[src/rtl/serial_addsub_cmp_pkg.sv]
// Shared constants for the serial add/subtract/compare block: mode encoding,
// FSM state type and compare-flag bit positions.
package serial_addsub_cmp_pkg;

    localparam logic MODE_ADD = 1'b0;
    localparam logic MODE_SUB = 1'b1;

    typedef enum logic [1:0] {
        IDLE = 2'd0,
        RUN  = 2'd1,
        DONE = 2'd2
    } state_t;

    localparam int unsigned FLAG_EQ = 0;
    localparam int unsigned FLAG_LT = 1;
    localparam int unsigned FLAG_GT = 2;
    localparam int unsigned FLAG_W  = 3;

endpackage

[src/rtl/serial_addsub_cmp_if.sv]
// Request/response bundle of the serial add/subtract/compare block.
// The master issues start with operands; the slave returns status and results.
interface serial_addsub_cmp_if #(
    parameter int unsigned WIDTH = 16
);
    logic             start;
    logic [WIDTH-1:0] a;
    logic [WIDTH-1:0] b;
    logic             mode;
    logic             cin;
    logic             busy;
    logic             done;
    logic [WIDTH-1:0] result;
    logic             cout;
    logic             ovf;
    logic             eq;
    logic             lt;
    logic             gt;

    modport master (
        output start, a, b, mode, cin,
        input  busy, done, result, cout, ovf, eq, lt, gt
    );

    modport slave (
        input  start, a, b, mode, cin,
        output busy, done, result, cout, ovf, eq, lt, gt
    );
endinterface

[src/rtl/serial_addsub_cmp_chunk.sv]
// Combinational CHUNK-bit add/subtract slice with unsigned chunk compare.
// Subtraction is a + ~b + carry; the caller seeds carry with ~borrow_in.
module chunk_addsub_cmp
    import serial_addsub_cmp_pkg::*;
#(
    parameter int unsigned CHUNK = 4
) (
    input  logic [CHUNK-1:0] a_chunk,
    input  logic [CHUNK-1:0] b_chunk,
    input  logic             carry_in,
    input  logic             mode,
    output logic [CHUNK-1:0] sum,
    output logic             carry_out,
    output logic             carry_msb,
    output logic             gt,
    output logic             lt
);
    logic [CHUNK-1:0] b_eff;
    logic [CHUNK:0]   total;

    always_comb begin
        b_eff     = (mode == MODE_SUB) ? ~b_chunk : b_chunk;
        total     = {1'b0, a_chunk} + {1'b0, b_eff} + {{CHUNK{1'b0}}, carry_in};
        sum       = total[CHUNK-1:0];
        carry_out = total[CHUNK];
        // Carry into the MSB recovered from the MSB's own sum equation.
        carry_msb = sum[CHUNK-1] ^ a_chunk[CHUNK-1] ^ b_eff[CHUNK-1];
        gt        = a_chunk > b_chunk;
        lt        = a_chunk < b_chunk;
    end
endmodule

[src/rtl/serial_addsub_cmp.sv]
// Multi-cycle add/subtract/compare: WIDTH-bit operands processed CHUNK bits per
// clock, LSB chunk first, with a start/busy/done handshake.
module serial_addsub_cmp
    import serial_addsub_cmp_pkg::*;
#(
    parameter int unsigned WIDTH = 16,
    parameter int unsigned CHUNK = 4
) (
    input  logic                 clk,
    input  logic                 rst_n,
    serial_addsub_cmp_if.slave   bus
);
    localparam int unsigned N     = WIDTH / CHUNK;
    localparam int unsigned IDX_W = (N > 1) ? $clog2(N) : 1;

    state_t state, state_next;

    logic [WIDTH-1:0]  a_q, b_q, result_q;
    logic              mode_q, carry_q, cout_q, ovf_q;
    logic [IDX_W-1:0]  idx_q;
    logic [FLAG_W-1:0] flags_q;

    logic              accept, step, last;
    logic [CHUNK-1:0]  c_sum;
    logic              c_carry, c_msb, c_gt, c_lt;
    logic              gt_next, lt_next;
    logic [WIDTH+CHUNK-1:0] res_cat;

    chunk_addsub_cmp #(.CHUNK(CHUNK)) u_chunk (
        .a_chunk   (a_q[CHUNK-1:0]),
        .b_chunk   (b_q[CHUNK-1:0]),
        .carry_in  (carry_q),
        .mode      (mode_q),
        .sum       (c_sum),
        .carry_out (c_carry),
        .carry_msb (c_msb),
        .gt        (c_gt),
        .lt        (c_lt)
    );

    always_ff @(posedge clk or negedge rst_n) begin
        if (!rst_n) state <= IDLE;
        else        state <= state_next;
    end

    always_comb begin
        state_next = state;
        accept     = 1'b0;
        step       = 1'b0;
        last       = (idx_q == IDX_W'(N - 1));
        unique case (state)
            IDLE: if (bus.start) begin
                accept     = 1'b1;
                state_next = RUN;
            end
            RUN: begin
                step = 1'b1;
                if (last) state_next = DONE;
            end
            DONE: begin
                if (bus.start) begin
                    accept     = 1'b1;
                    state_next = RUN;
                end else begin
                    state_next = IDLE;
                end
            end
            default: state_next = IDLE;
        endcase
    end

    // A differing chunk overrides the running compare; higher chunks arrive later.
    always_comb begin
        gt_next = flags_q[FLAG_GT];
        lt_next = flags_q[FLAG_LT];
        if (c_gt) begin
            gt_next = 1'b1;
            lt_next = 1'b0;
        end else if (c_lt) begin
            gt_next = 1'b0;
            lt_next = 1'b1;
        end
        res_cat = {c_sum, result_q};
    end

    always_ff @(posedge clk or negedge rst_n) begin
        if (!rst_n) begin
            a_q      <= '0;
            b_q      <= '0;
            result_q <= '0;
            mode_q   <= MODE_ADD;
            carry_q  <= 1'b0;
            cout_q   <= 1'b0;
            ovf_q    <= 1'b0;
            idx_q    <= '0;
            flags_q  <= '0;
        end else if (accept) begin
            a_q      <= bus.a;
            b_q      <= bus.b;
            mode_q   <= bus.mode;
            carry_q  <= (bus.mode == MODE_SUB) ? ~bus.cin : bus.cin;
            result_q <= '0;
            cout_q   <= 1'b0;
            ovf_q    <= 1'b0;
            idx_q    <= '0;
            flags_q  <= '0;
        end else if (step) begin
            a_q      <= a_q >> CHUNK;
            b_q      <= b_q >> CHUNK;
            result_q <= res_cat[WIDTH+CHUNK-1:CHUNK];
            carry_q  <= c_carry;
            idx_q    <= idx_q + 1'b1;
            flags_q[FLAG_GT] <= gt_next;
            flags_q[FLAG_LT] <= lt_next;
            if (last) begin
                cout_q           <= mode_q ^ c_carry;
                ovf_q            <= c_msb ^ c_carry;
                flags_q[FLAG_EQ] <= ~(gt_next | lt_next);
            end
        end
    end

    assign bus.busy   = (state == RUN);
    assign bus.done   = (state == DONE);
    assign bus.result = result_q;
    assign bus.cout   = cout_q;
    assign bus.ovf    = ovf_q;
    assign bus.eq     = flags_q[FLAG_EQ];
    assign bus.lt     = flags_q[FLAG_LT];
    assign bus.gt     = flags_q[FLAG_GT];
endmodule

[src/flat_wrapper.sv]
// flat-port wrapper written by rule: the top's interface ports become plain ports
module serial_addsub_cmp_flat import serial_addsub_cmp_pkg::*;
#(
    parameter int unsigned WIDTH = 16,
    parameter int unsigned CHUNK = 4
)
  (clk, rst_n, bus_start, bus_a, bus_b, bus_mode, bus_cin, bus_busy, bus_done, bus_result, bus_cout, bus_ovf, bus_eq, bus_lt, bus_gt);
  serial_addsub_cmp_if #(.WIDTH(WIDTH)) bus_i ();
  input  logic clk;
  input  logic rst_n;
  input wire logic [$bits(bus_i.start)-1:0] bus_start;
  input wire logic [$bits(bus_i.a)-1:0] bus_a;
  input wire logic [$bits(bus_i.b)-1:0] bus_b;
  input wire logic [$bits(bus_i.mode)-1:0] bus_mode;
  input wire logic [$bits(bus_i.cin)-1:0] bus_cin;
  output wire logic [$bits(bus_i.busy)-1:0] bus_busy;
  output wire logic [$bits(bus_i.done)-1:0] bus_done;
  output wire logic [$bits(bus_i.result)-1:0] bus_result;
  output wire logic [$bits(bus_i.cout)-1:0] bus_cout;
  output wire logic [$bits(bus_i.ovf)-1:0] bus_ovf;
  output wire logic [$bits(bus_i.eq)-1:0] bus_eq;
  output wire logic [$bits(bus_i.lt)-1:0] bus_lt;
  output wire logic [$bits(bus_i.gt)-1:0] bus_gt;
  assign bus_i.start = bus_start;
  assign bus_i.a = bus_a;
  assign bus_i.b = bus_b;
  assign bus_i.mode = bus_mode;
  assign bus_i.cin = bus_cin;
  assign bus_busy = bus_i.busy;
  assign bus_done = bus_i.done;
  assign bus_result = bus_i.result;
  assign bus_cout = bus_i.cout;
  assign bus_ovf = bus_i.ovf;
  assign bus_eq = bus_i.eq;
  assign bus_lt = bus_i.lt;
  assign bus_gt = bus_i.gt;
  serial_addsub_cmp #(.WIDTH(WIDTH), .CHUNK(CHUNK)) u_core (.clk(clk), .rst_n(rst_n), .bus(bus_i));
endmodule
[config.mk]
export PLATFORM = sky130hd
export DESIGN_NAME = serial_addsub_cmp_flat
export DESIGN_NICKNAME = d
export VERILOG_FILES = /design/src/rtl/serial_addsub_cmp_pkg.sv /design/src/rtl/serial_addsub_cmp_if.sv /design/src/rtl/serial_addsub_cmp_chunk.sv /design/src/rtl/serial_addsub_cmp.sv /design/src/flat_wrapper.sv
export SDC_FILE = /design/constraint.sdc
export NUM_CORES = 1
export LEC_CHECK = 0
export CAP_MARGIN = 25
export CORE_AREA = 2 2 76 78
export CTS_CLUSTER_SIZE = 12
export DETAILED_ROUTE_END_ITERATION = 16
export DIE_AREA = 0 0 78 80
export PLACE_DENSITY = 0.76
export REMOVE_ABC_BUFFERS = 1
export SYNTH_ARGS = -nofsm -noshare
export SYNTH_HDL_FRONTEND = slang
export SYNTH_SLANG_ARGS = --single-unit
[constraint.sdc]
create_clock -name clk -period 2.9 [get_ports clk]
set_clock_uncertainty 0.2 [all_clocks]
set_input_delay 0.435 -clock clk [delete_from_list [all_inputs] [get_ports clk]]
set_output_delay 0.435 -clock clk [all_outputs]
set_load 0.02 [all_outputs]
==> summary.md <==
| Metric | Value |
|---|---|
| Yosys cell types | 30 |
| Worst-Skew Late Latency | 330 ps |
| First-pass GRT wire length | 8920 um |
| Final worst path period need | 2610 ps |
| DRC | 0 |
| Post-CTS setup buffer count | 0 |
| Largest net degree at the start of global routing | 60 |
| DRT antenna net count | 0 |
| Flop pwr share | 33.0% |
| Sw frac | 38.6% |
| Antenna Cells | 0 |
| Worst min path class | flip-flop to flip-flop |
| Initial Util | 48.7% |
| Setup CP Type | flip-flop to flip-flop |
| Tot Pwr | 4.38 mW |
| Most area-hungry cell type in the Yosys netlist | dfrtp_1 |
| Core footprint | 5410 um^2 |
| Worst-path fanout max | 6 |
| FILL cells | 466 |
| FMAX | 383 MHz |
| Synth Register Bits | 59 |
| Worst R2R Setup Slack | 290 ps |
| Vias per cell | 5.27 |
| Cells along the critical path | xor2_1 > fa_1 > inv_1 > fa_1 > inv_1 > a21o_1 > a21oi_4 > xnor3_1 > a21o_1 |
| Routability cong. | 0.817 |
| Post-synth ARST share | 100% |
| Routed wire length per instance | 14.3 um |
| Vias in the first global route | 1922 |
| Post-synth EDFFs | 0 |
| Cells after synthesis | 235 |
| Max Cap Viol | 0 |
| Final setup fails | 0 |
| VDD IR max | 0.000495 V |
| Crit start category | flip-flop |
| Status | finished, final reports clean |
| Port Buffer Count | 59 |
| I/O pin count | 60 |
| Final #Nets | 343 |
| Gr busiest metal | met2 |
| CTS tree | built |
| Routed WL | 5320 um |
| Final Hold Viols | 0 |
| Max-slew violation count | 0 |
| All-Layer GR Usage | 18.7% |
| Sequential share of the synthesized area | 56.1% |
| Die area | 6240 um^2 |
| Critical Path RT | 2930 ps |
| Detailed-router iteration count before antenna repair | 4 |
| Synth Cell Area | 2630 um^2 |
| Slowest CP cell | dfrtp_1 |
| Max clock buf depth | 2 |
| Ys Warns | 0 |
| Met2 usage | 29.1% |
| Cts hold-fix bufs | 1 |
| Initial antenna violation count | 0 |
| Leak | 1.66 nW |
| Slew headroom | 72.8% |
| P_int | 2.69 mW |
| Slew @ Worst Pin | 408 ps |
| Iter 0 DRT Violations | 103 |
| Fin util | 65.0% |
| WP data arrival | 2640 ps |
| Most used DFF post-synth | dfrtp_1 |
| Share of the synthesized area in the top cell type | 56.1% |
| Total CTS buffers | 9 |
| Post-cts sizing count | 0 |
| Synthesized area per cell | 11.2 um^2 |
| Layout cells sized above 1 | 8.64% |
| Clk pwr share | 16.2% |
| HPWL Detailed | 3560 um |
| CP peak stage delay | 490 ps |
| Vert. Die Dim | 80 um |
| Sw Pwr | 1.69 mW |
| Final period utilization | 90.0% |
| Pwr Density | 1250 nW/um^2 |
| FP Rows | 27 |
| Area delta synth->final | 33.3% |
| Nature of the critical path endpoint | flip-flop |
| Vias | 1966 |
| Gate power share | 50.8% |
| Area contributors post-synth | dfrtp_1 56%, a22o_1 8.0%, nand2_1 6.8%, a22oi_1 5.7%, ha_1 3.8% |
| GR met3 Demand/Resource | 4.41% |
| Clock sinks | 59 |
| Unrepaired setup endpoints after global routing | no |
| CTS root buf | clkbuf_8 |
| Grt ovf | 0 |
| Die Wd | 78 um |
| CTS clk-pin slew, worst paths | 60 ps |
| H-tree depth reported by CTS | 3 |
| Met1 global-route usage | 24.6% |
-- cell families after synthesis --
logic type	synth area share (%)
AO/OA/AOI/OAI	19.8
XOR/XNOR	4.13
adder cells (fa/ha/maj)	5.32
buffers and inverters	4.18
flip-flops	56.1
AND/OR/NAND/NOR	10.5
-- sequential cells by signal, summed over array words and instances (netlist names) --
register / count
u_core.a_q: 16
u_core.b_q: 16
u_core.bus.result: 16
u_core.flags_q: 3
u_core.idx_q: 2
u_core.state: 2
u_core.bus.cout: 1
u_core.bus.ovf: 1
u_core.carry_q: 1
u_core.mode_q: 1
-- through the flow --
stage / setup TNS (ps) / instance area (um^2) / setup WS, ps / std cells / hold slack, ps
finish: 0 / 3510 / 291 / 373 / 275
global route: 0 / 3510 / 185 / 373 / 294
CTS: 0 / 3490 / 290 / 372 / 280
detailed placement: 0 / 3290 / 285 / 355 / 263
global placement: 0 / 3290 / 367 / 355 / 259
floorplan: -26790 / 2560 / -680 / 220 / -60.6
-- power groups by stage --
stage | clock network, mW | logic, mW | registers (mW)
floorplan | 0 | 1.40 | 1.55
global placement | 0 | 2.16 | 1.45
detailed placement | 0 | 2.21 | 1.46
CTS | 0.729 | 2.22 | 1.45
global route | 0.770 | 2.47 | 1.50
finish | 0.709 | 2.23 | 1.45
-- metal layers --
| metal | share of wire, % | vias up |
|---|---|---|
| met5 | 0 | - |
| met4 | 2.1 | 0 |
| met3 | 4.9 | 10 |
| met2 | 46 | 61 |
| met1 | 47 | 938 |
| li1 | - | 957 |
-- critical path, delay by kind of cell, from the launching register on --
family	cells	cell delay [ps]
fa+ha+maj	2	590
xor+xnor	2	550
compound gates	3	550
flops	1	490
buf+inv	2	130
-- cells in the mapped netlist (3+ instances only) --
cell	n
a22o_1	24
a221o_1	5
inv_1	9
clkbuf_1	4
a21o_1	3
nand2_1	48
buf_2	10
ha_1	8
dfrtp_1	59
xor2_1	7
a22oi_1	20
nand3_1	3
nor3_1	5
o21ai_0	9
nor2b_1	3
-- worst paths after layout --
path	start	to	cells after the start
worst min register to register	u_core.b_q[10]$_DFFE_PN0P_	u_core.b_q[10]$_DFFE_PN0P_	2
worst min-delay path	u_core.b_q[10]$_DFFE_PN0P_	u_core.b_q[10]$_DFFE_PN0P_	2
min in group asynchronous	rst_n	u_core.b_q[12]$_DFFE_PN0P_	3
worst max register to register	u_core.mode_q$_DFFE_PN0P_	u_core.bus.ovf$_DFFE_PN0P_	9
max in group asynchronous	rst_n	u_core.bus.result[3]$_DFFE_PN0P_	3
worst max-delay path	u_core.mode_q$_DFFE_PN0P_	u_core.bus.ovf$_DFFE_PN0P_	9
-- cell usage in the layout (no fill, tap or decap), types with 2 or more instances in the layout --
| cell | count |
|---|---|
| a22oi_1 | 20 |
| a221o_1 | 5 |
| xor2_1 | 7 |
| nor3_1 | 5 |
| nand2b_1 | 2 |
| a22o_1 | 24 |
| inv_1 | 9 |
| fa_1 | 2 |
| dfrtp_1 | 59 |
| clkbuf_8 | 13 |
| a21oi_1 | 2 |
| clkbuf_1 | 2 |
| nor2b_1 | 2 |
| nand2_1 | 48 |
| nand3_1 | 3 |
| a21o_1 | 3 |
| buf_12 | 2 |
| clkdlybuf4s50_1 | 58 |
| buf_4 | 3 |
| o21ai_0 | 9 |
| ha_1 | 8 |
-- area by class of cell --
type	instances	area, um^2	share of cell area (%)
Clock buffer	15	186	5.31
Clock inverter	1	5.00	0.143
Inverter	10	37.5	1.07
Multi-Input combinational cell	151	1060	30.1
Sequential cell	59	1480	42.1
Tap cell	72	90.1	2.57
Timing Repair Buffer	65	658	18.7
(Power assumes the default switching activity.)
